--- config.mk ---
export PLATFORM = sky130hd
export DESIGN_NAME = fifo_flags_flat
export DESIGN_NICKNAME = d
export VERILOG_FILES = /design/src/rtl/fifo_flags_if.sv /design/src/rtl/fifo_flags.sv /design/src/flat_wrapper.sv
export SDC_FILE = /design/constraint.sdc
export NUM_CORES = 1
export LEC_CHECK = 0
export ABC_AREA = 1
export CORE_MARGIN = 5
export CORE_UTILIZATION = 52
export DETAILED_ROUTE_END_ITERATION = 12
export DONT_BUFFER_PORTS = 1
export PLACE_DENSITY = 0.76
export SLEW_MARGIN = 20
export SYNTH_ARGS = -nofsm -noshare
export SYNTH_HDL_FRONTEND = slang
export SYNTH_SLANG_ARGS = --single-unit
--- constraint.sdc ---
create_clock -name clk -period 7 [get_ports clk]
set_input_delay 1.05 -clock clk [delete_from_list [all_inputs] [get_ports clk]]
set_output_delay 1.05 -clock clk [all_outputs]
set_load 0.005 [all_outputs]
--- src/rtl/fifo_flags_if.sv ---
// Handshake/status bundle for fifo_flags. The slave modport is the FIFO side.
// FIFO_HWM_EN adds the high-water-mark output hwm.
interface fifo_flags_if #(
    parameter int WIDTH = 8,
    parameter int DEPTH = 16
);
    localparam int ADDR_W = $clog2(DEPTH);

    logic              push;
    logic [WIDTH-1:0]  data_i;
    logic              full;
    logic              pop;
    logic [WIDTH-1:0]  data_o;
    logic              empty;
    logic [ADDR_W:0]   count;
    logic [ADDR_W:0]   af_thresh;
    logic [ADDR_W:0]   ae_thresh;
    logic              almost_full;
    logic              almost_empty;
    logic              overflow;
    logic              underflow;
    logic              clr_err;
`ifdef FIFO_HWM_EN
    logic [ADDR_W:0]   hwm;
`endif

    modport slave (
        input  push, data_i, pop, af_thresh, ae_thresh, clr_err,
        output full, data_o, empty, count, almost_full, almost_empty, overflow, underflow
`ifdef FIFO_HWM_EN
        , output hwm
`endif
    );

    modport master (
        output push, data_i, pop, af_thresh, ae_thresh, clr_err,
        input  full, data_o, empty, count, almost_full, almost_empty, overflow, underflow
`ifdef FIFO_HWM_EN
        , input hwm
`endif
    );
endinterface

--- src/rtl/fifo_flags.sv ---
// Synchronous FIFO with occupancy count, programmable almost flags, sticky errors
// and registered or FWFT read port. Define FIFO_HWM_EN to add the hwm output.
module fifo_flags #(
    parameter int WIDTH = 8,
    parameter int DEPTH = 16,
    parameter int FWFT  = 0
) (
    input logic         clk,
    input logic         rst,
    fifo_flags_if.slave bus
);
    localparam int ADDR_W = $clog2(DEPTH);
    localparam logic [ADDR_W:0] CNT_ONE = {{ADDR_W{1'b0}}, 1'b1};

    logic [WIDTH-1:0] mem [DEPTH];
    logic [ADDR_W:0]  wr_ptr, rd_ptr, count, next_count;
    logic             full, empty, wr_en, rd_en;
    logic             overflow, underflow;

    // Extra wrap bit distinguishes full from empty when the low bits match.
    assign empty = (wr_ptr == rd_ptr);
    assign full  = (wr_ptr[ADDR_W] != rd_ptr[ADDR_W]) &&
                   (wr_ptr[ADDR_W-1:0] == rd_ptr[ADDR_W-1:0]);
    assign wr_en = bus.push & ~full;
    assign rd_en = bus.pop & ~empty;

    always_comb begin
        next_count = count;
        if (wr_en && !rd_en)
            next_count = count + CNT_ONE;
        else if (rd_en && !wr_en)
            next_count = count - CNT_ONE;
    end

    always_ff @(posedge clk) begin
        if (rst) begin
            wr_ptr    <= '0;
            rd_ptr    <= '0;
            count     <= '0;
            overflow  <= 1'b0;
            underflow <= 1'b0;
        end else begin
            if (wr_en) wr_ptr <= wr_ptr + CNT_ONE;
            if (rd_en) rd_ptr <= rd_ptr + CNT_ONE;
            count <= next_count;
            // A new error outranks a coincident clear.
            if (bus.push && full)  overflow <= 1'b1;
            else if (bus.clr_err)  overflow <= 1'b0;
            if (bus.pop && empty)  underflow <= 1'b1;
            else if (bus.clr_err)  underflow <= 1'b0;
        end
    end

    always_ff @(posedge clk) begin
        if (wr_en && !rst)
            mem[wr_ptr[ADDR_W-1:0]] <= bus.data_i;
    end

    generate
        if (FWFT != 0) begin : g_fwft
            assign bus.data_o = empty ? '0 : mem[rd_ptr[ADDR_W-1:0]];
        end else begin : g_reg
            logic [WIDTH-1:0] data_q;
            always_ff @(posedge clk) begin
                if (rst)
                    data_q <= '0;
                else if (rd_en)
                    data_q <= mem[rd_ptr[ADDR_W-1:0]];
            end
            assign bus.data_o = data_q;
        end
    endgenerate

`ifdef FIFO_HWM_EN
    logic [ADDR_W:0] hwm_q;
    always_ff @(posedge clk) begin
        if (rst)
            hwm_q <= '0;
        else if (bus.clr_err)
            hwm_q <= count;
        else if (next_count > hwm_q)
            hwm_q <= next_count;
    end
    assign bus.hwm = hwm_q;
`endif

    assign bus.full         = full;
    assign bus.empty        = empty;
    assign bus.count        = count;
    assign bus.almost_full  = (count >= bus.af_thresh);
    assign bus.almost_empty = (count <= bus.ae_thresh);
    assign bus.overflow     = overflow;
    assign bus.underflow    = underflow;
endmodule
--- src/flat_wrapper.sv ---
// flat-port wrapper written by rule: the top's interface ports become plain ports
module fifo_flags_flat 
#(
    parameter int WIDTH = 8,
    parameter int DEPTH = 16,
    parameter int FWFT  = 0
)
  (clk, rst, bus_push, bus_data_i, bus_pop, bus_af_thresh, bus_ae_thresh, bus_clr_err, bus_full, bus_data_o, bus_empty, bus_count, bus_almost_full, bus_almost_empty, bus_overflow, bus_underflow);
  fifo_flags_if #(.WIDTH(WIDTH), .DEPTH(DEPTH)) bus_i ();
  input logic clk;
  input logic rst;
  input wire logic [$bits(bus_i.push)-1:0] bus_push;
  input wire logic [$bits(bus_i.data_i)-1:0] bus_data_i;
  input wire logic [$bits(bus_i.pop)-1:0] bus_pop;
  input wire logic [$bits(bus_i.af_thresh)-1:0] bus_af_thresh;
  input wire logic [$bits(bus_i.ae_thresh)-1:0] bus_ae_thresh;
  input wire logic [$bits(bus_i.clr_err)-1:0] bus_clr_err;
  output wire logic [$bits(bus_i.full)-1:0] bus_full;
  output wire logic [$bits(bus_i.data_o)-1:0] bus_data_o;
  output wire logic [$bits(bus_i.empty)-1:0] bus_empty;
  output wire logic [$bits(bus_i.count)-1:0] bus_count;
  output wire logic [$bits(bus_i.almost_full)-1:0] bus_almost_full;
  output wire logic [$bits(bus_i.almost_empty)-1:0] bus_almost_empty;
  output wire logic [$bits(bus_i.overflow)-1:0] bus_overflow;
  output wire logic [$bits(bus_i.underflow)-1:0] bus_underflow;
  assign bus_i.push = bus_push;
  assign bus_i.data_i = bus_data_i;
  assign bus_i.pop = bus_pop;
  assign bus_i.af_thresh = bus_af_thresh;
  assign bus_i.ae_thresh = bus_ae_thresh;
  assign bus_i.clr_err = bus_clr_err;
  assign bus_full = bus_i.full;
  assign bus_data_o = bus_i.data_o;
  assign bus_empty = bus_i.empty;
  assign bus_count = bus_i.count;
  assign bus_almost_full = bus_i.almost_full;
  assign bus_almost_empty = bus_i.almost_empty;
  assign bus_overflow = bus_i.overflow;
  assign bus_underflow = bus_i.underflow;
  fifo_flags #(.WIDTH(WIDTH), .DEPTH(DEPTH), .FWFT(FWFT)) u_core (.clk(clk), .rst(rst), .bus(bus_i));
endmodule
== Yosys cells after proc, flatten, opt, wreduce, memory -nomap -nowiden ==
Memories as Yosys holds them, arrays and structs flattened. A register that Yosys moved wholly into a read port is not among the register bits.
Index checks and enable logic that the tools add are counted.
Storage, ports and cells
  flip-flop bits (word level): 17
  bits in latches: 0
  RAM bits: 128
  memory bits (read-only): 0
  input port bits: 23
  output and inout bits: 19
  logic and storage cells: 38
  memories: 1
Memory list
  u_core.mem: depth 16, width 8, rd ports 1, clocked after Yosys merged registers in 1, write ports 1, RTL line fifo_flags.sv:15  | logic [WIDTH-1:0] mem [DEPTH];
Cells by class
  add/sub/neg operators: 4
  $mul: 0
  div/mod/pow operators: 0
  magnitude comparators: 2
  eq/ne operators: 3
  shifts and indexed selects: 0
  multiplexer cells: 7
  bitwise logic cells: 4
  reductions and logical operators: 12
Operator list (number)
  $add 5x1->5 const B: 3
  $mux 5: 2
  $logic_and 1x1->1: 6
  $reduce_bool 2->1: 3
  $eq 5x5->1: 1
  $ge 5x5->1: 1
  $le 5x5->1: 1
  $mux 1: 5
  $sub 5x1->5 const B: 1
  $eq 4x4->1: 1
  $logic_not 1->1: 3
  $and 1x1->1: 2
  $not 1->1: 2
  $ne 1x1->1: 1

== Depth between registers and ports, before layout ==
  depth in word-level cells: 8
  gate-level depth with buffers: 17
  mapped depth without buffers: 16

== Worst setup path after synthesis ==
OpenSTA, ideal clock, no wires.
  path kind: input -> output
  start: input bus_af_thresh[0]
  end: output bus_almost_full
  arrival time: 1776 ps
  data required time: 5950 ps
  slack: 4174 ps
  stages: 7
  path buffers: 0
  cells stage by stage: ha_1 -> o21ai_0 -> nand2_1 -> nand2_1 -> nand2_1 -> a21oi_1 -> o21bai_1
Between the ends
  word-level cells in the longest chain between the ends: 1
Ends and longest elaborated chain
  start, declared: RTL line flat_wrapper.sv:15  | input wire logic [$bits(bus_i.af_thresh)-1:0] bus_af_thresh;
  $ge 5x5->1: RTL line fifo_flags.sv:90  | assign bus.almost_full = (count >= bus.af_thresh);
  end, declared: RTL line flat_wrapper.sv:22  | output wire logic [$bits(bus_i.almost_full)-1:0] bus_almost_full;
No other way between the ends.

== Final worst setup path ==
  start: register u_core.rd_ptr[1]
  end: register u_core.count[4] (netlist: u_core.bus.count[4])
Between the ends
  word-level cells in the longest chain between the ends: 7
  elaborated cells on any way between the ends: 13
  those cells by class: eq/ne (2); mux (1); bitwise (4); reduce/logical (6)
Ends and longest elaborated chain
  start, declared: RTL line fifo_flags.sv:16  | logic [ADDR_W:0] wr_ptr, rd_ptr, count, next_count;
  start signal, assigned: RTL line fifo_flags.sv:44  | if (rd_en) rd_ptr <= rd_ptr + CNT_ONE;
  $eq 4x4->1: RTL line fifo_flags.sv:23  | (wr_ptr[ADDR_W-1:0] == rd_ptr[ADDR_W-1:0]);
  $logic_and 1x1->1: RTL line fifo_flags.sv:22  | assign full = (wr_ptr[ADDR_W] != rd_ptr[ADDR_W]) &&
  $not 1->1: RTL line fifo_flags.sv:24  | assign wr_en = bus.push & ~full;
  $and 1x1->1: RTL line fifo_flags.sv:24
  $logic_not 1->1: RTL line fifo_flags.sv:31  | else if (rd_en && !wr_en)
  $logic_and 1x1->1: RTL line fifo_flags.sv:31
  $reduce_bool 2->1 (no line)
  end signal, assigned: RTL line fifo_flags.sv:45  | count <= next_count;
  end, declared: RTL line fifo_flags.sv:16
Parallel ways exist; a longest one is shown, timed or not.
A chain may end at the register's enable or synchronous reset.

==> results.yml <==
status:
  status: "complete, no violations"
power_and_ir_drop:
  netSwitchingPower_uw: 589.1
  peakVddDrop_v: 0.0001725
  p_seq_share_pct: 46.5
  comb_power_share_pct: 13.1
  power.share.switching_pct: 26.11
  p_int_uw: 1667
  p_total_uw: 2256
  p_leak_uw: 0.003244
  clkPwrFrac_pct: 40.4
  power.density_mw_per_mm2: 293.3
logic_synthesis:
  yosys.area.top_type_share_pct: 54.91
  synth.area.top_cells: "edfxtp_1 (55%), nand2_1 (8.6%), dfxtp_1 (7.1%)"
  ys_warn_count: 0
  synth-edff-count: 128
  yosys.cell_count.top_type: "nand2_1"
  async_flop_share_pct: 0
  syn-mean-instance-area_sq_um: 9.563
  seq_area_frac_synth_pct: 62.06
  synth_flop_cell: "edfxtp_1"
  yosys-top-cells-count: "nand2_1 (160), edfxtp_1 (128), inv_1 (109), nor2_1 (104), nand3_1 (68)"
  ys_ff_latch: 153
  synth.distinct_cells: 28
  syn-num-nets: 775
  syn_inst: 732
  netlist_area_sq_mm: 0.007000
  yosysTopAreaCell: "edfxtp_1"
hold_path:
  min_from: "u_core.bus.underflow$_SDFFE_PP0P_"
  hp-class: "flop to flop"
  whs_endpoint: "u_core.bus.underflow$_SDFFE_PP0P_"
  holdPathStages: 2
detailed_routing:
  drt-wirelength-per-cell_microns: 16.96
  drc_errors: 0
  drt-total-wl_microns: 15520
  dr.pass1.iters: 5
  vias: 4867
  drt-initial-drc-count: 582
  antenna_left: 0
  viasPerCell: 5.319
floorplan:
  core_sq_mm: 0.01324
  std_cell_rows: 42
  die_h_microns: 126.0
  die_w_microns: 126.0
  die-area_sq_mm: 0.01588
  initial_utilization_pct: 52.86
  io_pins: 42
setup_path:
  slowest_stage: "fa_1"
  crit_path_end_kind: "flop"
  rr_endpoint: "u_core.bus.count[4]$_SDFFE_PP0P_"
  cpPeakStageDelay_ns: 0.41
  rr_worst_depth: 16
  path_class: "flop to flop"
  crit_chain: "buf_4, inv_2, nand2_1, nand2_1, nor2_4, nand3_4, nand2_4, ha_1, inv_1, fa_1, nand2_1, nand2_1, a21oi_1, xor2_1, nand2_1, a21oi_1"
  reg2reg_slack_ns: 3.67
  worstSetupStartpointType: "flop"
  arrival_ns: 3.69
  required_ns: 7.36
  cp-startpoint: "u_core.rd_ptr[1]$_SDFFE_PP0P_"
  timing.rr.start: "u_core.rd_ptr[1]$_SDFFE_PP0P_"
  path_max_fanout: 37
  crit_path_frequent_cell: "nand2_1"
final_layout:
  layout.nets: 769
  drive_above_1_share_pct: 5.683
  antenna_cells: 0
  syn_to_final_growth_pct: 9.902
timing:
  fin_tns_setup_ns: 0
  maxSlewHeadroom_pct: 46.59
  min_period_over_period_pct: 47.53
  hold_violations: 0
  max_freq_ghz: 0.3006
  worst_pin_slew_ns: 0.7983
  finalSetupViolations: 0
  period_needed_ns: 3.327
  hold_slack_ns: 0.4785
  maxSlewViolCount: 0
  rsz0062_at_grt: "no"
  final.setup.worst_slack_ns: 3.673
  fin_worst_skew_ns: 0.007203
grt:
  grt_pass1_wl_microns: 24760
  grt_max_degree: 66
  grt_usage_pct: 20.20
  grt_pass1_vias: 4679
  grt-ovfl-total: 0
  grt_antenna_before_repair: 0
placement:
  globalplace.congestion: 0.9623
  dpl.hpwl_microns: 10040
  numPortBuffers: 0
  pre_cts_ws_ns: 3.790
clock_network:
  clockRootBuffer: "clkbuf_16"
  htree_levels: 4
  clkSinkCount: 153
  ctsResizeCount: 0
  clockBufferDepth: 2
  clkSlewWorstSetupHoldPaths_ns: 0.06
  numCtsBuffers: 17
  clk_latency_ns: 0.43
  cts_setup_buffers: 0
  cts_hold_buf: 0
  cts_tree: "done"
flow_run:
  maxCapViolCount: 0
[critical path: cells and delay by family (launching register included)]
family                   cells  cell delay (ns)
AO/OA/AOI/OAI                2             0.29
XOR/XNOR                     1             0.17
adder cells (fa/ha/maj)      2             0.64
buffers and inverters        3             0.84
flip-flops                   1             0.32
AND/OR/NAND/NOR              8             0.96
[cell usage in the layout, fill, tap and decap left out, drive strengths merged]
cell type,netlist,routed
nand2,162,162
fa,1,1
bufinv,0,3
o21bai,1,1
nand3,70,70
inv,114,115
ha,19,19
o21ai,42,42
buf,16,3
xor2,8,8
o221ai,1,1
xnor2,3,3
nor2,106,106
edfxtp,128,128
dfxtp,25,25
clkinv,1,7
clkbuf,12,18
clkinvlp,0,4
nand4,1,1
a21oi,22,22
[state kept, by name, summed over array words and instances (netlist names)]
name and count:
u_core.bus.overflow 1, u_core.wr_ptr 5, u_core.mem 128, u_core.bus.count 5, u_core.bus.data_o 8, u_core.rd_ptr 5
u_core.bus.underflow 1
[power groups by stage]
| stage | clock network, uW | registers (uW) | logic (uW) |
|---|---|---|---|
| finish | 912 | 1050 | 295 |
| global route | 959 | 1050 | 335 |
| floorplan | 0 | 1050 | 238 |
| detailed placement | 0 | 1070 | 285 |
| global placement | 0 | 1070 | 272 |
| CTS | 919 | 1050 | 293 |
[layout make-up]
type,count,area (sq um)
multi-input cells,436,2091
clock buffers,18,429.2
repair buffers,3,22.52
fillers,1110,5549
inverters,115,431.7
clock inverters,14,153.9
flip-flops and latches,153,4345
well taps,176,220.2
[how the worst max path moves through the flow]
stage	endpoint	slack (ns)	cells after the start
final	u_core.bus.count[4]$_SDFFE_PP0P_	3.67	16
after global routing	u_core.bus.count[4]$_SDFFE_PP0P_	3.45	16
after CTS	u_core.bus.count[4]$_SDFFE_PP0P_	3.73	16
after detailed placement	u_core.bus.count[4]$_SDFFE_PP0P_	3.79	16
after global placement	u_core.bus.count[4]$_SDFFE_PP0P_	3.91	16
after floorplan	bus_almost_full	4.17	7
[layer usage]
metal / track usage (%) / share of wire (%) / wire length, microns
met1: 27.37 / 43 / 6677
met2: 31.64 / 47 / 7348
met3: 4.784 / 7.6 / 1180
met4: 8.076 / 2.0 / 313
met5: 0 / 0 / 0
[metrics by stage]
step / area (sq um) / util (%) / cells
detailed placement: 7111 / 53.69 / 883
CTS: 7694 / 58.10 / 915
global route: 7694 / 58.10 / 915
global placement: 7111 / 53.69 / 883
floorplan: 7000 / - / 732
finish: 7694 / 58.10 / 915
[cells by family after synthesis]
group | after synthesis | synth area share (%)
and+or+nand+nor | 339 | 20.00
DFF | 153 | 62.06
buffers and inverters | 143 | 8.078
AOI/OAI and AO/OA | 66 | 4.808
adders and majority gates | 20 | 3.682
xor gates and xnor gates | 11 | 1.376
Note: power is estimated with default switching activity, not from simulation.
